$ cat config.mk
export PLATFORM = sky130hd
export DESIGN_NAME = execute_stage
export DESIGN_NICKNAME = d
export VERILOG_FILES = /design/src/rtl/execute_stage.sv
export SDC_FILE = /design/constraint.sdc
export NUM_CORES = 1
export LEC_CHECK = 0
export BUFFER_PORTS_ARGS = -buffer_cell sky130_fd_sc_hd__buf_4
export CORE_MARGIN = 5
export CORE_UTILIZATION = 64
export DETAILED_ROUTE_END_ITERATION = 6
export PLACE_DENSITY = 0.87
export SKIP_LAST_GASP = 1
export SYNTH_ARGS = -nofsm -noshare
export SYNTH_HDL_FRONTEND = slang
export SYNTH_SLANG_ARGS = --single-unit
$ cat constraint.sdc
create_clock -name i_clk -period 9.8 [get_ports i_clk]
set_input_delay 0 -clock i_clk [delete_from_list [all_inputs] [get_ports i_clk]]
set_output_delay 0 -clock i_clk [all_outputs]
set_load 0.01 [all_outputs]
$ cat src/rtl/execute_stage.sv
// ---------------------------------------------------------------------------
// execute_stage
//   Two-register execute slice of the integer pipeline. The ID/EX register
//   captures the decoded instruction, a combinational ALU evaluates it, and
//   the EX/MEM register presents the registered result downstream.
//
// Ports
//   i_clk        clock, all state updates on the rising edge
//   i_rst_n      synchronous active-low reset, clears both stages to bubble
//   i_valid      incoming decode-stage instruction is valid
//   i_alu_ctl    ALU operation code (ALU_CTL_* below)
//   i_src_a      operand A
//   i_src_b      operand B (register value or immediate)
//   i_rd         destination register index
//   i_reg_write  instruction writes rd
//   i_stall      hold ID/EX, inject a bubble into EX/MEM
//   i_flush      squash the instruction entering ID/EX (overrides stall)
//   o_valid      EX/MEM entry valid
//   o_result     registered ALU result
//   o_zero       registered flag, result equals zero
//   o_rd         registered destination index
//   o_reg_write  registered write enable (never set for x0 or invalid entries)
// ---------------------------------------------------------------------------
module execute_stage #(
  parameter int XLEN = 32
) (
  input  logic            i_clk,
  input  logic            i_rst_n,
  input  logic            i_valid,
  input  logic [2:0]      i_alu_ctl,
  input  logic [XLEN-1:0] i_src_a,
  input  logic [XLEN-1:0] i_src_b,
  input  logic [4:0]      i_rd,
  input  logic            i_reg_write,
  input  logic            i_stall,
  input  logic            i_flush,
  output logic            o_valid,
  output logic [XLEN-1:0] o_result,
  output logic            o_zero,
  output logic [4:0]      o_rd,
  output logic            o_reg_write
);

  // ALU operation encodings shared with the decode stage.
  localparam logic [2:0] ALU_CTL_ADD         = 3'd0;
  localparam logic [2:0] ALU_CTL_SUB         = 3'd1;
  localparam logic [2:0] ALU_CTL_AND         = 3'd2;
  localparam logic [2:0] ALU_CTL_OR          = 3'd3;
  localparam logic [2:0] ALU_CTL_SLT         = 3'd4;
  localparam logic [2:0] ALU_CTL_U_EXTENSION = 3'd5;

  // ID/EX register
  logic            idex_valid_reg;
  logic [2:0]      idex_alu_ctl_reg;
  logic [XLEN-1:0] idex_src_a_reg;
  logic [XLEN-1:0] idex_src_b_reg;
  logic [4:0]      idex_rd_reg;
  logic            idex_reg_write_reg;

  // EX/MEM register
  logic            exmem_valid_reg;
  logic [XLEN-1:0] exmem_result_reg;
  logic            exmem_zero_reg;
  logic [4:0]      exmem_rd_reg;
  logic            exmem_reg_write_reg;

  // Combinational ALU and EX/MEM load values
  logic [XLEN-1:0] alu_result_next;
  logic            alu_zero_next;
  logic            reg_write_next;

  always_ff @(posedge i_clk) begin
    if (!i_rst_n || i_flush) begin
      // Reset and flush both leave a bubble; flush wins over stall.
      idex_valid_reg     <= 1'b0;
      idex_alu_ctl_reg   <= '0;
      idex_src_a_reg     <= '0;
      idex_src_b_reg     <= '0;
      idex_rd_reg        <= '0;
      idex_reg_write_reg <= 1'b0;
    end else if (!i_stall) begin
      idex_valid_reg     <= i_valid;
      idex_alu_ctl_reg   <= i_alu_ctl;
      idex_src_a_reg     <= i_src_a;
      idex_src_b_reg     <= i_src_b;
      idex_rd_reg        <= i_rd;
      idex_reg_write_reg <= i_reg_write;
    end
  end

  always_comb begin
    alu_result_next = '0;
    case (idex_alu_ctl_reg)
      ALU_CTL_ADD:         alu_result_next = idex_src_a_reg + idex_src_b_reg;
      ALU_CTL_SUB:         alu_result_next = idex_src_a_reg - idex_src_b_reg;
      ALU_CTL_AND:         alu_result_next = idex_src_a_reg & idex_src_b_reg;
      ALU_CTL_OR:          alu_result_next = idex_src_a_reg | idex_src_b_reg;
      ALU_CTL_SLT:         alu_result_next = {{(XLEN-1){1'b0}},
                             ($signed(idex_src_a_reg) < $signed(idex_src_b_reg))};
      ALU_CTL_U_EXTENSION: alu_result_next = idex_src_b_reg;
      default:             alu_result_next = '0;
    endcase
  end

  assign alu_zero_next = (alu_result_next == '0);
  // Writes to x0 and from invalid entries are dropped here so downstream
  // stages can trust o_reg_write without re-qualifying it.
  assign reg_write_next = idex_valid_reg && idex_reg_write_reg && (idex_rd_reg != 5'd0);

  always_ff @(posedge i_clk) begin
    if (!i_rst_n || (i_stall && !i_flush)) begin
      // A stalled ID/EX entry is still sitting there next cycle, so forwarding
      // it now would emit it twice.
      exmem_valid_reg     <= 1'b0;
      exmem_result_reg    <= '0;
      exmem_zero_reg      <= 1'b0;
      exmem_rd_reg        <= '0;
      exmem_reg_write_reg <= 1'b0;
    end else begin
      exmem_valid_reg     <= idex_valid_reg;
      exmem_result_reg    <= alu_result_next;
      exmem_zero_reg      <= alu_zero_next;
      exmem_rd_reg        <= idex_rd_reg;
      exmem_reg_write_reg <= reg_write_next;
    end
  end

  assign o_valid     = exmem_valid_reg;
  assign o_result    = exmem_result_reg;
  assign o_zero      = exmem_zero_reg;
  assign o_rd        = exmem_rd_reg;
  assign o_reg_write = exmem_reg_write_reg;

endmodule

Word-level counts from Yosys, hierarchy flattened
Cells that the tools add are included.
- register bits: 114
- output and inout port bits: 40
- bits of input ports: 78
- logic and storage cells: 32
- $add $sub $neg: 2
- bitwise operators: 2
- equality and inequality tests: 5
- magnitude comparators: 1
- reduce and logical (&&, ||, !) cells: 10
- mux-type cells: 1
- operator list (operator ; number):
    32-bit one-hot mux with 6 select lines ; 1
    32-bit adder ; 1
    32-bit AND ; 1
    32-bit zero test ; 1
    32-bit less-than comparator ; 1
    32-bit OR ; 1
    32-bit subtractor ; 1
    3-bit by 2-bit equality test with 1-bit output (second input constant) ; 2
    3-bit equality test (second input constant) ; 2
    5-bit nonzero test ; 1
    3-bit by 1-bit equality test with 1-bit output (second input constant) ; 1
    1-bit logical AND ; 3
    3-bit zero test ; 1
    1-bit zero test ; 2
    1-bit logical OR ; 2

Logic depth before layout (Yosys ltp)
- word-level depth: 3
- depth in mapped cells: 14
- gate-level depth less buffers: 14

Worst setup path before layout
Ideal clock, no wire load.
- path kind: register -> register
- start: register idex_src_b_reg[4]
- end: register exmem_zero_reg, in the netlist o_zero
- stages on the path, launching flop included: 15
- arrival time: 3.307 ns
- setup time: 0.061 ns
- data required time: 9.739 ns
- clock period less this slack: 3.368 ns
- path buffers: 1
- setup slack: 6.432 ns
- cells stage by stage: dfxtp_1 > inv_1 > ha_1 > buf_4 > nor3b_1 > a211o_1 > o2111a_1 > o41a_1 > or4b_4 > and2_0 > a31oi_1 > o21ai_1 > nor4b_2 > and4_1 > and4_1
- word-level cells in the longest chain between the ends: 3
- elaborated cells between the ends (all ways): 7
- those cells by class: add/sub (2); order compare (1); mux (1); bitwise (2); reduce/logical (1)
- RTL lines (element ; line ; RTL):
    start: declaration ; 56 ; logic [XLEN-1:0] idex_src_b_reg;
    start signal: assignment ; 85 ; idex_src_b_reg <= i_src_b;
    32-bit subtractor, or another cell as far along ; 95 ; ALU_CTL_SUB: alu_result_next = idex_src_a_reg - idex_src_b_reg;
    32-bit one-hot mux with 6 select lines * ; 93 ; case (idex_alu_ctl_reg)
    32-bit zero test * ; 105 ; assign alu_zero_next = (alu_result_next == '0);
    end signal: assignment ; 122 ; exmem_zero_reg <= alu_zero_next;
    end: declaration ; 63 ; logic exmem_zero_reg;
Every way passes the cells marked *; elsewhere a longest branch is shown, timed or not.
A chain may end at the register's enable or synchronous reset.

Worst setup path in the final report
- start: register idex_src_a_reg[0]
- end: register exmem_zero_reg, in the netlist o_zero
- word-level cells in the longest chain between the ends: 3
- elaborated cells between the ends (all ways): 7
- those cells by class: add/sub (2); order compare (1); mux (1); bitwise (2); reduce/logical (1)
- RTL lines (element ; line ; RTL):
    start: declaration ; 55 ; logic [XLEN-1:0] idex_src_a_reg;
    start signal: assignment ; 84 ; idex_src_a_reg <= i_src_a;
    32-bit subtractor, or another cell as far along ; 95 ;
    32-bit one-hot mux with 6 select lines * ; 93 ;
    32-bit zero test * ; 105 ;
Marked as above.

==> impl_summary.md <==
Pwr
The total leakage power is 4.95 nW. The power per cell area is 135 mW/mm2. IR analysis of the VDD net gives a maximum drop of 0.137 mV.

Logic synthesis
The number of enable-type register cells in the synthesized netlist is 0. The mean area per synthesized cell is 7.88 um2. The top cell type by total area after synthesis is dfxtp_1. In this run the cell area of the synthesized design comes to 0.00909 mm2. The number of register bits inferred by synthesis is 114.

By count the netlist is led by 158 x nor2_1, 114 x dfxtp_1, 106 x inv_1. The count of mapped cells out of synthesis is 1,154. Sequential elements use 25.1% of the synthesized area. During synthesis, Yosys emitted a total of 0 warnings. The synthesized netlist contains 77 unique library cells.

The share of flip-flops with an asynchronous set or reset after synthesis is 0%. In this run the biggest area consumer among cell types represents 25.1% of the synthesized area. The number of nets in the synthesized netlist is 1,335. In the post-synthesis netlist, the biggest area contributors are dfxtp_1 25%, ha_1 14%, mux2i_1 9.1%, nor2_1 6.5%, a21oi_1 4.5%. In the synthesized netlist the dominant register cell turns out to be dfxtp_1.

nor2_1 is the most common cell in the netlist.

Routing
The remaining antenna violation count is 0. The average vias per placed instance is 6.73. The final layout contains routed wiring with a total length of 33,700 um. After detailed routing, the average wire length per cell comes to 22.5 um. The residual DRC count is 0.

The total vias in the final route is 10,086. The first-pass iteration count of the detailed router is 7. For this block, the initial DRC count from the detailed router was 1,394.

Clocking
TritonCTS built the clock tree. CTS saw 114 sinks. CTS built an H-tree with a depth of 4. After clock tree synthesis, the clock-pin slew on the worst setup and hold paths is 70 ps. At the later pin of the worst-skew pair, clock insertion delay measures 440 ps. The clock passes through at most 2 buffers. The tree is rooted in a clkbuf_16. The number of clock buffers inserted by TritonCTS is 17. Post-CTS timing repair inserted 0 buffers for setup.

Finish
In the final design database the tool counted 1,486 nets. The final cell count without fillers is 1,498. The filler cell count is 831. Once layout is complete, the utilization of the core stands at 82.1%. The share of layout cells above drive strength 1 is 13.7%. The final cell area excluding filler cells is 0.0114 mm2. The number of antenna repair diodes is 0. Relative to the synthesized area, the layout overhead comes to 25.4%.

Placed design
Timing analysis after detailed placement gives a worst setup slack of 5670 ps. The placer congestion estimate is 1.06. After detailed placement, the design holds a cell count of 1,392. The number of I/O port buffers is 117. After legalization and detailed placement, the total HPWL measured 21,300 um. After detailed placement, the total cell area comes to 0.0100 mm2.

Setup path
The critical path goes through inv_1 > ha_1 > fa_1 > nor2_1 > o21ai_0 > a2111o_1 > a31oi_1 > a21oi_1 > nor3_1 > o311ai_0 > a31o_2 > nor4_1 > and4_1 > and4_1. On the worst path, the slowest cell contributes a delay of 500 ps. The startpoint-to-endpoint class of the critical path is flip-flop to flip-flop. The family with the most delay on the worst path is compound AO/OA/AOI/OAI gates. Together, buffers and inverters on the worst path number 1. The kind of capture point of the worst setup path is a flip-flop. Of all nets on the critical path, the largest fanout is 4. The kind of launch point of the worst setup path is a flip-flop. The cell type of the slowest stage on the worst timing path is a2111o_1.

The most common cell type on the critical path is and4_1. At the worst endpoint, the arrival time is 4730 ps. The data required time of the critical path is 10,170 ps.

STA
The final critical path takes up 44.5% of the cycle. On the final layout, the worst clock skew is 13.2 ps. The final number of max-transition violations is 0.

Setup repair after global routing left no endpoint under its margin. At the pin with the least slew margin, the transition time is 1170 ps. Setup violations remaining at the end of the flow were counted as 0. The worst path meets setup with 5440 ps of slack.

Measured against its own limit, the worst slew margin works out to 21.7%. The total negative slack is 0 ps. The final hold violation count is 0. Static timing analysis puts the maximum clock frequency at 0.229 GHz. The minimum clock period after layout is 4360 ps.

GRT
In the global route stage, overall resource usage came out at 39.7%. The initial antenna violation count was 0. The total overflow left after global routing is 0. The first global-routing pass estimated 52,500 um of wire. The via count of the first global-routing pass is 9,791. The pin count of the biggest net entering global routing is 61.

Min path
In this run the worst hold path is classified as input pin to flip-flop.

Run status
The run finished with clean final reports.

Floorplanning
The count of pins on the block boundary is 118. The initialized floorplan defines 43 standard-cell rows. The region available for standard cell placement spans 0.0139 mm2. The die extent in y is 129 um.

Measured along the x axis, the die boundary spans 129 um. The initial core utilization is 65.5%. The floorplan step defined a die boundary enclosing 0.0167 mm2.

Flow run
Across the run, the number of max-cap violations was 0.
## per-layer routing
layer  up-vias  share of wire [%]  track usage (%)
met5         -                  0                0
met4         0                5.1             18.6
met3       173                 11             8.86
met2       789                 46             65.0
met1      4673                 38             49.9
li1       4451                  -                -
## cells in the final DEF, fill, tap and decap left out, types with 12 or more instances in the layout
cell	netlist	layout
a21oi_1	81	81
nor3_1	24	24
and2_1	21	21
buf_4	1	126
nor2_1	158	157
a211oi_1	14	14
o31ai_1	13	13
a221oi_1	14	14
ha_1	101	101
dlygate4sd3_1	0	74
dfxtp_1	114	113
nor4_1	13	13
o211ai_1	12	12
clkbuf_16	0	17
a21o_1	15	15
inv_1	106	106
a22oi_1	19	19
mux2i_1	83	83
nand4_1	16	16
nand3_1	14	14
o21ai_0	45	44
nand2_1	43	43
## power by group
| group | switching [mW] | internal [mW] | total [mW] |
|---|---|---|---|
| Sequential | 0.0171 | 0.481 | 0.498 |
| Combinational | 0.197 | 0.144 | 0.342 |
| Clock | 0.262 | 0.433 | 0.695 |
## metrics by stage
stage,hold slack (ps),power (mW)
2_1_floorplan,144,0.701
3_3_place_gp,228,0.795
3_5_place_dp,235,0.800
4_1_cts,85.8,1.51
5_1_grt,138,1.57
6_report,139,1.53
## logic make-up (layout without fill, tap and decap cells)
group	after synthesis	in the layout	share of synthesized area (%)
AO/OA/AOI/OAI	312	312	23.7
adder cells (fa/ha/maj)	103	103	14.3
flip-flops	114	114	25.1
multiplexers	84	84	9.39
XOR/XNOR	12	12	1.16
buffers and inverters	175	339	7.35
AND/OR/NAND/NOR	354	354	19.0
## worst reg2reg max path, stage by stage, from the launching register on
cell and delay [ps]:
dfxtp_1 400, inv_1 110, ha_1 250, fa_1 450, nor2_1 150, o21ai_0 200, a2111o_1 500, a31oi_1 370
a21oi_1 230, nor3_1 250, o311ai_0 170, a31o_2 300, nor4_1 450, and4_1 290, and4_1 190
## timing repair
action	in CTS	in global routing
hold buffers	74	0
gates resized for setup	0	0
hold endpoints to repair	74	0
## layout make-up
cell class / instances / area, um2 / area share [%]
multi-input combinational: 865 / 6160 / 54.0
sequential: 114 / 2280 / 20.0
timing repair buffer: 200 / 1690 / 14.8
clock buffer: 17 / 425 / 3.73
inverter: 107 / 402 / 3.52
tap: 180 / 225 / 1.98
clock inverter: 15 / 219 / 1.92
## path summary, 6_finish.rpt
kind              slack, ps                       startpoint                     end  depth (start not counted)
setup / recovery       5440   idex_src_a_reg[0]$_SDFFE_PP0N_       o_zero$_SDFF_PP0_                         14
hold / removal          140                          i_flush  o_result[8]$_SDFF_PP0_                          4
hold reg to reg         470  idex_reg_write_reg$_SDFFE_PP0N_  o_reg_write$_SDFF_PP0_                          1
setup reg to reg       5440   idex_src_a_reg[0]$_SDFFE_PP0N_       o_zero$_SDFF_PP0_                         14
Note: power is estimated with default switching activity, not from simulation.
